<file path="src/rtl/ov_dvp_pkg.sv">
// Shared types and constants for the OV7670-style DVP test-pattern transmitter.
package ov_dvp_pkg;

  typedef enum logic [2:0] {
    ST_IDLE   = 3'd0,
    ST_VS     = 3'd1,
    ST_VBP    = 3'd2,
    ST_ACTIVE = 3'd3,
    ST_VFP    = 3'd4
  } state_t;

  typedef enum logic [1:0] {
    PAT_BARS      = 2'd0,
    PAT_RAMP      = 2'd1,
    PAT_SOLID     = 2'd2,
    PAT_SOLID_ALT = 2'd3
  } pattern_t;

  // White, yellow, cyan, green, magenta, red, blue, black
  localparam logic [15:0] BAR_RGB [8] = '{
    16'hFFFF, 16'hFFE0, 16'h07FF, 16'h07E0,
    16'hF81F, 16'hF800, 16'h001F, 16'h0000
  };

  function automatic int line_bytes(input int h_active, input int h_blank);
    return 2 * h_active + h_blank;
  endfunction

endpackage

</file>
<file path="src/rtl/ov_dvp_pattern_gen.sv">
// Combinational RGB565 pattern source: maps pixel coordinates and the frame's
// captured pattern settings to one 16-bit pixel.
module ov_dvp_pattern_gen
  import ov_dvp_pkg::*;
#(
  parameter int H_ACTIVE = 640
) (
  input  logic [15:0] i_x,
  input  logic [15:0] i_y,
  input  pattern_t    i_pattern,
  input  logic [15:0] i_solid_rgb,
  output logic [15:0] o_pixel
);

  localparam int BAR_W   = H_ACTIVE / 8;
  localparam int BAR_DIV = (BAR_W > 0) ? BAR_W : 1;

  logic [15:0] w_bar_idx;

  always_comb begin
    w_bar_idx = i_x / 16'(BAR_DIV);
    o_pixel   = 16'h0000;
    case (i_pattern)
      // Pixels past the eighth full bar stay black
      PAT_BARS: if (BAR_W > 0 && w_bar_idx < 16'd8) o_pixel = BAR_RGB[w_bar_idx[2:0]];
      PAT_RAMP: o_pixel = i_x + i_y;
      default:  o_pixel = i_solid_rgb;
    endcase
  end

endmodule

</file>
<file path="src/rtl/ov_dvp_tx.sv">
// DVP frame generator: VSYNC/HREF timing plus byte-serialised RGB565 patterns.
// Define OV_DVP_TX_FRAME_CNT_EN to stamp a 16-bit frame number into pixel (0,0).
//
// state     | meaning
// ST_IDLE   | waiting for enable, all outputs low
// ST_VS     | vsync pulse lines
// ST_VBP    | vertical back porch lines
// ST_ACTIVE | active lines, href high for 2*H_ACTIVE bytes per line
// ST_VFP    | vertical front porch lines, frame ends on its last byte
module ov_dvp_tx
  import ov_dvp_pkg::*;
#(
  parameter int H_ACTIVE    = 640,
  parameter int H_BLANK     = 288,
  parameter int V_ACTIVE    = 480,
  parameter int VSYNC_LINES = 3,
  parameter int V_BACK      = 17,
  parameter int V_FRONT     = 10
) (
  input  logic        clk,
  input  logic        reset_n,
  input  logic        enable,
  input  logic [1:0]  pattern_sel,
  input  logic [15:0] solid_rgb,
  output logic        vsync,
  output logic        href,
  output logic [7:0]  db,
  output logic        frame_done,
  output logic        busy
`ifdef OV_DVP_TX_FRAME_CNT_EN
  ,
  output logic [15:0] frame_cnt
`endif
);

  localparam int LINE_BYTES = line_bytes(H_ACTIVE, H_BLANK);
  localparam int BW         = (LINE_BYTES > 1) ? $clog2(LINE_BYTES) : 1;
  localparam int MAX_VA     = (VSYNC_LINES > V_BACK) ? VSYNC_LINES : V_BACK;
  localparam int MAX_VB     = (V_ACTIVE > V_FRONT) ? V_ACTIVE : V_FRONT;
  localparam int MAX_LINES  = (MAX_VA > MAX_VB) ? MAX_VA : MAX_VB;
  localparam int LW         = (MAX_LINES > 1) ? $clog2(MAX_LINES) : 1;
  localparam logic [BW-1:0] BYTE_LAST = BW'(LINE_BYTES - 1);

  state_t      r_state;
  logic [BW-1:0] r_byte;
  logic [LW-1:0] r_line;
  pattern_t    r_pat;
  logic [15:0] r_solid;
  logic        r_vsync;
  logic        r_href;
  logic [7:0]  r_db;
  logic        r_frame_done;
  logic        r_busy;

  state_t        w_state_nxt;
  state_t        w_seq_next;
  logic [BW-1:0] w_byte_nxt;
  logic [LW-1:0] w_line_nxt;
  logic          w_frame_end;
  logic          w_frame_start;
  logic          w_done_nxt;
  logic          w_href_nxt;
  pattern_t      w_pat_eff;
  logic [15:0]   w_solid_eff;
  logic [15:0]   w_x;
  logic [15:0]   w_y;
  logic [15:0]   w_pat_pix;
  logic [15:0]   w_pix;

  function automatic int cnt_of(input state_t s);
    case (s)
      ST_VS:     return VSYNC_LINES;
      ST_VBP:    return V_BACK;
      ST_ACTIVE: return V_ACTIVE;
      ST_VFP:    return V_FRONT;
      default:   return 0;
    endcase
  endfunction

  // First state with a non-zero line count at or after code lo; IDLE if none
  function automatic state_t first_from(input logic [2:0] lo);
    state_t r;
    r = ST_IDLE;
    if (V_FRONT != 0 && lo <= 3'd4) r = ST_VFP;
    if (V_ACTIVE != 0 && lo <= 3'd3) r = ST_ACTIVE;
    if (V_BACK != 0 && lo <= 3'd2) r = ST_VBP;
    if (VSYNC_LINES != 0 && lo <= 3'd1) r = ST_VS;
    return r;
  endfunction

  always_comb begin
    w_state_nxt   = r_state;
    w_byte_nxt    = r_byte;
    w_line_nxt    = r_line;
    w_frame_end   = 1'b0;
    w_frame_start = 1'b0;
    w_seq_next    = first_from(r_state + 3'd1);
    if (r_state == ST_IDLE) begin
      w_byte_nxt = '0;
      w_line_nxt = '0;
      if (enable) begin
        w_state_nxt   = first_from(3'd1);
        w_frame_start = (first_from(3'd1) != ST_IDLE);
      end
    end else if (r_byte == BYTE_LAST) begin
      w_byte_nxt = '0;
      if (int'(r_line) == cnt_of(r_state) - 1) begin
        w_line_nxt = '0;
        if (w_seq_next != ST_IDLE) begin
          w_state_nxt = w_seq_next;
        end else begin
          w_frame_end   = 1'b1;
          w_frame_start = enable;
          w_state_nxt   = enable ? first_from(3'd1) : ST_IDLE;
        end
      end else begin
        w_line_nxt = r_line + LW'(1);
      end
    end else begin
      w_byte_nxt = r_byte + BW'(1);
    end
  end

  // Outputs are registered from the next-state view so they align with the state
  always_comb begin
    w_done_nxt = (w_state_nxt != ST_IDLE) && (w_byte_nxt == BYTE_LAST) &&
                 (int'(w_line_nxt) == cnt_of(w_state_nxt) - 1) &&
                 (first_from(w_state_nxt + 3'd1) == ST_IDLE);
    w_href_nxt = (w_state_nxt == ST_ACTIVE) && (int'(w_byte_nxt) < 2 * H_ACTIVE);
    w_pat_eff   = w_frame_start ? pattern_t'(pattern_sel) : r_pat;
    w_solid_eff = w_frame_start ? solid_rgb : r_solid;
    w_x = 16'(w_byte_nxt >> 1);
    w_y = 16'(w_line_nxt);
  end

  ov_dvp_pattern_gen #(
    .H_ACTIVE (H_ACTIVE)
  ) u_pattern_gen (
    .i_x         (w_x),
    .i_y         (w_y),
    .i_pattern   (w_pat_eff),
    .i_solid_rgb (w_solid_eff),
    .o_pixel     (w_pat_pix)
  );

`ifdef OV_DVP_TX_FRAME_CNT_EN
  logic [15:0] r_frame_cnt;
  logic [15:0] w_cnt_eff;

  always_ff @(posedge clk or negedge reset_n) begin
    if (!reset_n) r_frame_cnt <= 16'h0000;
    else if (w_frame_end) r_frame_cnt <= r_frame_cnt + 16'd1;
  end

  always_comb begin
    w_cnt_eff = w_frame_end ? r_frame_cnt + 16'd1 : r_frame_cnt;
    w_pix     = (w_x == 16'd0 && w_y == 16'd0) ? w_cnt_eff : w_pat_pix;
  end

  assign frame_cnt = r_frame_cnt;
`else
  assign w_pix = w_pat_pix;
`endif

  always_ff @(posedge clk or negedge reset_n) begin
    if (!reset_n) begin
      r_state      <= ST_IDLE;
      r_byte       <= '0;
      r_line       <= '0;
      r_pat        <= PAT_BARS;
      r_solid      <= 16'h0000;
      r_vsync      <= 1'b0;
      r_href       <= 1'b0;
      r_db         <= 8'h00;
      r_frame_done <= 1'b0;
      r_busy       <= 1'b0;
    end else begin
      r_state      <= w_state_nxt;
      r_byte       <= w_byte_nxt;
      r_line       <= w_line_nxt;
      r_vsync      <= (w_state_nxt == ST_VS);
      r_href       <= w_href_nxt;
      r_db         <= w_href_nxt ? (w_byte_nxt[0] ? w_pix[7:0] : w_pix[15:8]) : 8'h00;
      r_frame_done <= w_done_nxt;
      r_busy       <= (w_state_nxt != ST_IDLE);
      if (w_frame_start) begin
        r_pat   <= pattern_t'(pattern_sel);
        r_solid <= solid_rgb;
      end
    end
  end

  assign vsync      = r_vsync;
  assign href       = r_href;
  assign db         = r_db;
  assign frame_done = r_frame_done;
  assign busy       = r_busy;

endmodule

</file>
<file path="config.mk">
export PLATFORM = sky130hd
export DESIGN_NAME = ov_dvp_tx
export DESIGN_NICKNAME = d
export VERILOG_FILES = /design/src/rtl/ov_dvp_pkg.sv /design/src/rtl/ov_dvp_pattern_gen.sv /design/src/rtl/ov_dvp_tx.sv
export SDC_FILE = /design/constraint.sdc
export NUM_CORES = 1
export LEC_CHECK = 0
export BUFFER_PORTS_ARGS = -buffer_cell sky130_fd_sc_hd__buf_2
export CORE_AREA = 2 2 103 105
export DETAILED_ROUTE_END_ITERATION = 6
export DIE_AREA = 0 0 105 107
export PLACE_DENSITY = 0.71
export SETUP_SLACK_MARGIN = 0.5
export SLEW_MARGIN = 15
export SYNTH_ARGS = -nofsm -noshare
export SYNTH_HDL_FRONTEND = slang
export SYNTH_HIERARCHICAL = 1
export SYNTH_SLANG_ARGS = --single-unit
</file>
<file path="constraint.sdc">
create_clock -name clk -period 7.6 [get_ports clk]
set_input_delay 0.76 -clock clk [delete_from_list [all_inputs] [get_ports clk]]
set_output_delay 0.76 -clock clk [all_outputs]
set_load 0.01 [all_outputs]
</file>
==> impl_results.md, run 1 <==
* Outcome: complete, no violations
* Port Buffers at 32
* Die W at 105 um
* Synth area leaders: dfrtp_1 25%, ha_1 9.3%, xnor2_1 5.5%
* Critical Path AT at 6.89 ns
* Buf/Inv on CP at 1
* Final ANT Viol Nets at 0
* GPL Wtd Cong at 0.906
* Layout cell share with drive strength beyond 1 at 12.2%
* Initial antenna violation count at 0
* Worst-Skew Late Latency at 0.32 ns
* Number of cell rows at 37
* Leading area contributor after synthesis: dfrtp_1
* N_diodes at 0
* Num ports at 33
* First-pass GRT wire length at 23000 um
* Pins Over Slew Limit at 0
* Root buf cell: clkbuf_8
* Seq cells post-synth at 53
* Crit Path Class: flip-flop to flip-flop
* GR Overflow Total at 0
* Pint at 445 uW
* Total Power at 626 uW
* Setup TNS at 0 ns
* Clock power frac at 32.8%
* Clock sinks at 53
* Area Growth Syn to Fin at 8.05%
* Inst Count DP at 814
* Fillers at 958
* Syn Area/Cell at 8.42 um^2
* Max_slew headroom at 34.5%
* CP Launch Type: flip-flop
* Endpoint class of the critical path: flip-flop
* RSZ-0062 raised after global routing: no
* Gr usage total at 24.8%
* H-tree depth at 2
* Largest net degree at the start of global routing at 54
* Starting Density at 53.5%
* Slowest stage cell, crit path: or4_4
* Max FO, Critical Path at 9
* TritonCTS Buffers at 5
* Clock Path Buffers at 2
* Via count at 4974
* Sequential cell area fraction in the yosys report at 24.6%
* Most common cell on crit path: ha_1
* Yosys top cell area share at 24.6%
* Core Box Area at 10100 um^2
* Worst endpoint required time at 7.84 ns
* Area of the mapped netlist at 5400 um^2
* Final std cells w/o fill at 825
* Power Dens Cells at 107 nW/um^2
* Post-detail-place hpwl at 10300 um
* Leak at 0.00267 uW
* Post-route clock period utilization at 87.6%
* Top-count cell post-synth: nand2_1
* Worst path top cell family by delay: simple AND/OR/NAND/NOR gates
* FFs w/ async S/R, synth at 100%
* # setup viols final at 0
* Worst slew pin tran at 0.981 ns
* Number of synthesized flops with an enable pin at 0
* Drt via density at 6.03
* Net Sw Frac at 29.0%
* Combinational power share at 22.0%
* Setup Skew at 0.0163 ns
* Sequential share of power at 45.2%
* Synth top cells by count: 56 x nand2_1, 53 x dfrtp_1, 43 x nor2_1
* HP Class: flip-flop to flip-flop
* CTS clock-pin slew for the worst setup and hold paths at 0.10 ns
* Highest Clock Rate at 0.150 GHz
* CTS tree: done
* Sw Pwr at 182 uW
* DR WL/cell at 16.3 um
* Maxcap violations at 0
* Fin crit period at 6.66 ns
* DRC Markers at 0
* Chip Height at 107 um
* Drt total wl at 13400 um
* Yosys warnings at 6
* Final #Nets at 750
* Peak VDD IR at 0.0708 mV
* Die ar. at 11200 um^2
* Endpoints failing hold at 0
* DRT iter0 DRCs at 369
* Synth Instances at 641
* DR pass1 iterations at 6
* Unique masters post-synth at 93
* Largest stage delay, worst path at 0.54 ns
* Vias in the first global route at 4804
* Synth Flop Type: dfrtp_1
metal layers:
layer / vias up / GRT usage (%) / part of all wire, %
met1: 2383 / 33.9 / 47
met5: - / 0 / 0
met2: 130 / 42.0 / 48
li1: 2445 / - / -
met4: 0 / 5.14 / 1.2
met3: 16 / 3.47 / 4.4
power by group through the flow:
stage	Sequential [uW]	Clock (uW)	Combinational, uW
after global placement	288	0	122
after CTS	283	207	123
after floorplan	289	0	107
after global routing	283	220	154
final	283	205	138
after detailed placement	288	0	123
cell type report:
type / count / area, um^2 / share of cell area [%]
Tap cell: 136 / 170 / 2.92
Clock buffer: 6 / 82.6 / 1.42
Timing Repair Buffer: 39 / 213 / 3.65
Inverter: 27 / 101 / 1.74
Clock inverter: 2 / 37.5 / 0.644
Sequential cell: 53 / 1330 / 22.8
Multi-Input combinational cell: 562 / 3900 / 66.9
registers in the layout, indices dropped and copies added (netlist names):
name,cells
r_pat,2
db,8
r_state,3
r_byte,11
busy,1
href,1
frame_done,1
r_solid,16
r_line,9
vsync,1
cells by family (layout without fill, tap and decap cells):
kind of cell | Yosys count | in the layout | share of synthesized area [%]
buffers and inverters | 60 | 74 | 5.54
XOR/XNOR | 52 | 52 | 8.44
multiplexers | 22 | 22 | 4.50
AND/OR/NAND/NOR | 232 | 232 | 22.8
adder cells (fa/ha/maj) | 42 | 42 | 9.83
AO/OA/AOI/OAI | 179 | 179 | 24.2
flip-flops | 53 | 53 | 24.6
other | 1 | 35 | 0.0695
worst register-to-register path: stages, from the launching register on:
cell and delay [ns]:
dfrtp_1 0.47, inv_1 0.13, ha_1 0.32, or4_4 0.54
o211ai_2 0.16, a21boi_0 0.30, and3_1 0.20, ha_1 0.25
xor2_1 0.14, nand4_1 0.13, nor3_1 0.32, nand2_1 0.14
a211oi_1 0.32, o311ai_0 0.20, nand2_1 0.20, ha_1 0.28
o22ai_1 0.14, ha_1 0.30, and2_1 0.16, ha_1 0.17
or4_1 0.52, a2111oi_0 0.38, nand4_1 0.18, a221oi_2 0.20
o2111ai_1 0.16, nor4b_2 0.27
stage by stage:
stage          setup WS [ns]  instance area (um^2)  hold WS [ns]  util, %
2_1_floorplan           1.35                  5520         0.455        -
3_3_place_gp            1.10                  5690         0.467     56.3
3_5_place_dp           0.773                  5690         0.471     56.3
4_1_cts                0.748                  5810         0.495     57.5
5_1_grt                0.512                  5830         0.529     57.8
6_report               0.942                  5830         0.495     57.8
worst paths after layout:
path                              from           to  slack [ns]  cells after the start
setup / recovery            r_state[0]   frame_done        0.94                     25
hold / removal             r_solid[10]  r_solid[10]        0.50                      1
setup reg to reg            r_state[0]   frame_done        0.94                     25
hold reg to reg            r_solid[10]  r_solid[10]        0.50                      1
max in group asynchronous      reset_n    r_byte[6]        6.58                      2
min in group asynchronous      reset_n   r_state[0]        0.55                      2
timing repair:
item / in CTS / in global routing
endpoints found under the setup margin: 0 / 1
resized for setup: 0 / 1
hold buffers: 0 / 0
setup buffers: 0 / 3
cells in the final DEF (no fill, tap or decap), types with 11 or more instances in the layout:
cell,n
nand2_1,56
a21oi_1,32
inv_1,26
nand4_1,11
and3_1,13
o21ai_0,30
xnor2_1,34
a22oi_1,19
conb_1,35
buf_2,32
nor2_1,43
and2_1,11
dfrtp_1,53
nand3_1,23
xor2_1,18
mux2_2,11
ha_1,40
nor3_1,16
Power figures use the tool's default switching activity.
==> run 2: changes to the inputs <==
--- a/config.mk
+++ b/config.mk
@@ -10,6 +10,7 @@
 export DETAILED_ROUTE_END_ITERATION = 6
 export DIE_AREA = 0 0 105 107
 export PLACE_DENSITY = 0.71
+export RECOVER_POWER = 100
 export SETUP_SLACK_MARGIN = 0.5
 export SLEW_MARGIN = 15
 export SYNTH_ARGS = -nofsm -noshare
==> impl_results.md, run 2 (synthesis gave the netlist of run 1 again) <==
* Worst R2R Path Depth at 25
* Starting Density at 53.5%
* Pins Over Slew Limit at 54
* Drt via density at 6.05
* WHS Path Cells at 1
* Failing checks: capacitance limit, slew limit
* Highest Clock Rate at 0.146 GHz
* # setup viols final at 0
* Post-detail-place hpwl at 10300 um
* Drt total wl at 13300 um
* Worst endpoint required time at 7.84 ns
* TritonCTS Buffers at 5
* Max_slew headroom at -88.9%
* Number of cell rows at 37
* CP Launch Type: flip-flop
* Core Box Area at 10100 um^2
* Leak at 0.00261 uW
* GPL Wtd Cong at 0.906
* Num ports at 33
* Gr usage total at 24.8%
* HP Class: flip-flop to flip-flop
* Crit Path Class: flip-flop to flip-flop
* Vias in the first global route at 4804
* Largest Register: r_solid
* Maxcap violations at 1
* Clock Path Buffers at 2
* Hold_ws at 0.495 ns
* Largest register FFs at 16
* Critical Path AT at 7.07 ns
* Clock sinks at 53
* Chip Height at 107 um
* Setup TNS at 0 ns
* Via count at 4993
* Die ar. at 11200 um^2
* N_diodes at 0
* Worst slew pin tran at 2.83 ns
* Final ANT Viol Nets at 0
* Area Growth Syn to Fin at 7.33%
* Port Buffers at 32
* GR Overflow Total at 0
* Initial antenna violation count at 0
* Worst-Skew Late Latency at 0.32 ns
* Commonest non-fill, non-tap cells in the layout: 56 x nand2_1, 53 x dfrtp_1, 43 x nor2_1
* RSZ-0062 raised after global routing: no
* Largest net degree at the start of global routing at 54
* Die W at 105 um
* Top flop regs: r_solid (16), r_byte (11), r_line (9)
* Endpoint class of the critical path: flip-flop
* Peak VDD IR at 0.0710 mV
* CTS clock-pin slew for the worst setup and hold paths at 0.10 ns
* Post-route clock period utilization at 90.0%
* DR WL/cell at 16.2 um
* Layout cell share with drive strength beyond 1 at 8.42%
* Root buf cell: clkbuf_8
* DRT iter0 DRCs at 354
* Max FO, Critical Path at 9
* Final #Nets at 750
* Power Dens Cells at 108 nW/um^2
* DRC Markers at 0
* First-pass GRT wire length at 23000 um
* Fin crit period at 6.84 ns
* Outcome: finished, violations left
* Endpoints failing hold at 0
* H-tree depth at 2
* CTS tree: done
* Setup Skew at 0.0161 ns
* Most common cell after layout, fill and taps aside: nand2_1
* DR pass1 iterations at 6
==> run 2: cell types whose count changed in the layout (fill, tap and decap cells not counted), moves of 2 or more <==
cell | previous run | this run
buf_2 | 32 | 20
buf_4 | 7 | 0
o21ai_1 | 3 | 1
mux2_2 | 11 | 3
and2_0 | 0 | 2
mux2_1 | 7 | 15
and2_1 | 11 | 9
o21ai_0 | 30 | 32
clkbuf_4 | 0 | 2
clkbuf_1 | 0 | 17
==> run 2: metal layers <==
layer / GRT usage (%) / wire [um] / share of wire, %
met5: 0 / 0 / 0
met4: 5.14 / 216 / 1.6
met3: 3.47 / 580 / 4.3
met2: 42.0 / 6300 / 47
met1: 33.9 / 6260 / 47
==> run 2: per-stage QoR <==
step	area [um^2]	cells	worst slack (ns)	power, uW	utilization (%)
after floorplan	5520	675	1.35	396	-
after global placement	5690	814	1.10	410	56.3
after detailed placement	5690	814	0.773	412	56.3
after CTS	5810	822	0.748	613	57.5
after global routing	5790	825	0.273	657	57.4
final	5790	825	0.762	625	57.4
==> run 2: power by group <==
part / switching, uW / internal [uW] / leakage, uW
Clock: 97.8 / 107 / 0.0000574
Combinational: 83.1 / 54.3 / 0.00185
Sequential: 0.235 / 283 / 0.000705
==> run 2: area by class of cell <==
type / count / area [um^2]
Fill cell: 967 / 4300
Multi-Input combinational cell: 562 / 3890
Sequential cell: 53 / 1330
Timing Repair Buffer: 39 / 179
Tap cell: 136 / 170
Inverter: 27 / 101
Clock buffer: 6 / 82.6
Clock inverter: 2 / 37.5
==> run 2: what timing repair did <==
item,in CTS,in global routing
hold buffers,0,0
endpoints found under the setup margin,0,1
buffers inserted,0,3
resized for setup,0,1
==> run 2: worst paths after layout <==
check,start,endpoint,slack (ns)
max,r_state[0],frame_done,0.76
min,r_solid[10],r_solid[10],0.49
max reg2reg,r_state[0],frame_done,0.76
min reg2reg,r_solid[10],r_solid[10],0.49
max in group asynchronous,reset_n,r_byte[6],4.56
min in group asynchronous,reset_n,r_state[0],1.43
==> run 2: worst max-delay path, stage by stage (launching register included) <==
cell and delay, ns:
dfrtp_1 0.47, inv_1 0.13, ha_1 0.32, or4_4 0.53
o211ai_1 0.28, a21boi_0 0.34, and3_1 0.21, ha_1 0.25
xor2_1 0.14, nand4_1 0.13, nor3_1 0.32, nand2_1 0.14
a211oi_1 0.32, o311ai_0 0.19, nand2_1 0.19, ha_1 0.28
o22ai_1 0.14, ha_1 0.30, and2_1 0.16, ha_1 0.17
or4_1 0.52, a2111oi_0 0.38, nand4_1 0.18, a221oi_2 0.23
o2111ai_1 0.16, nor4b_2 0.27
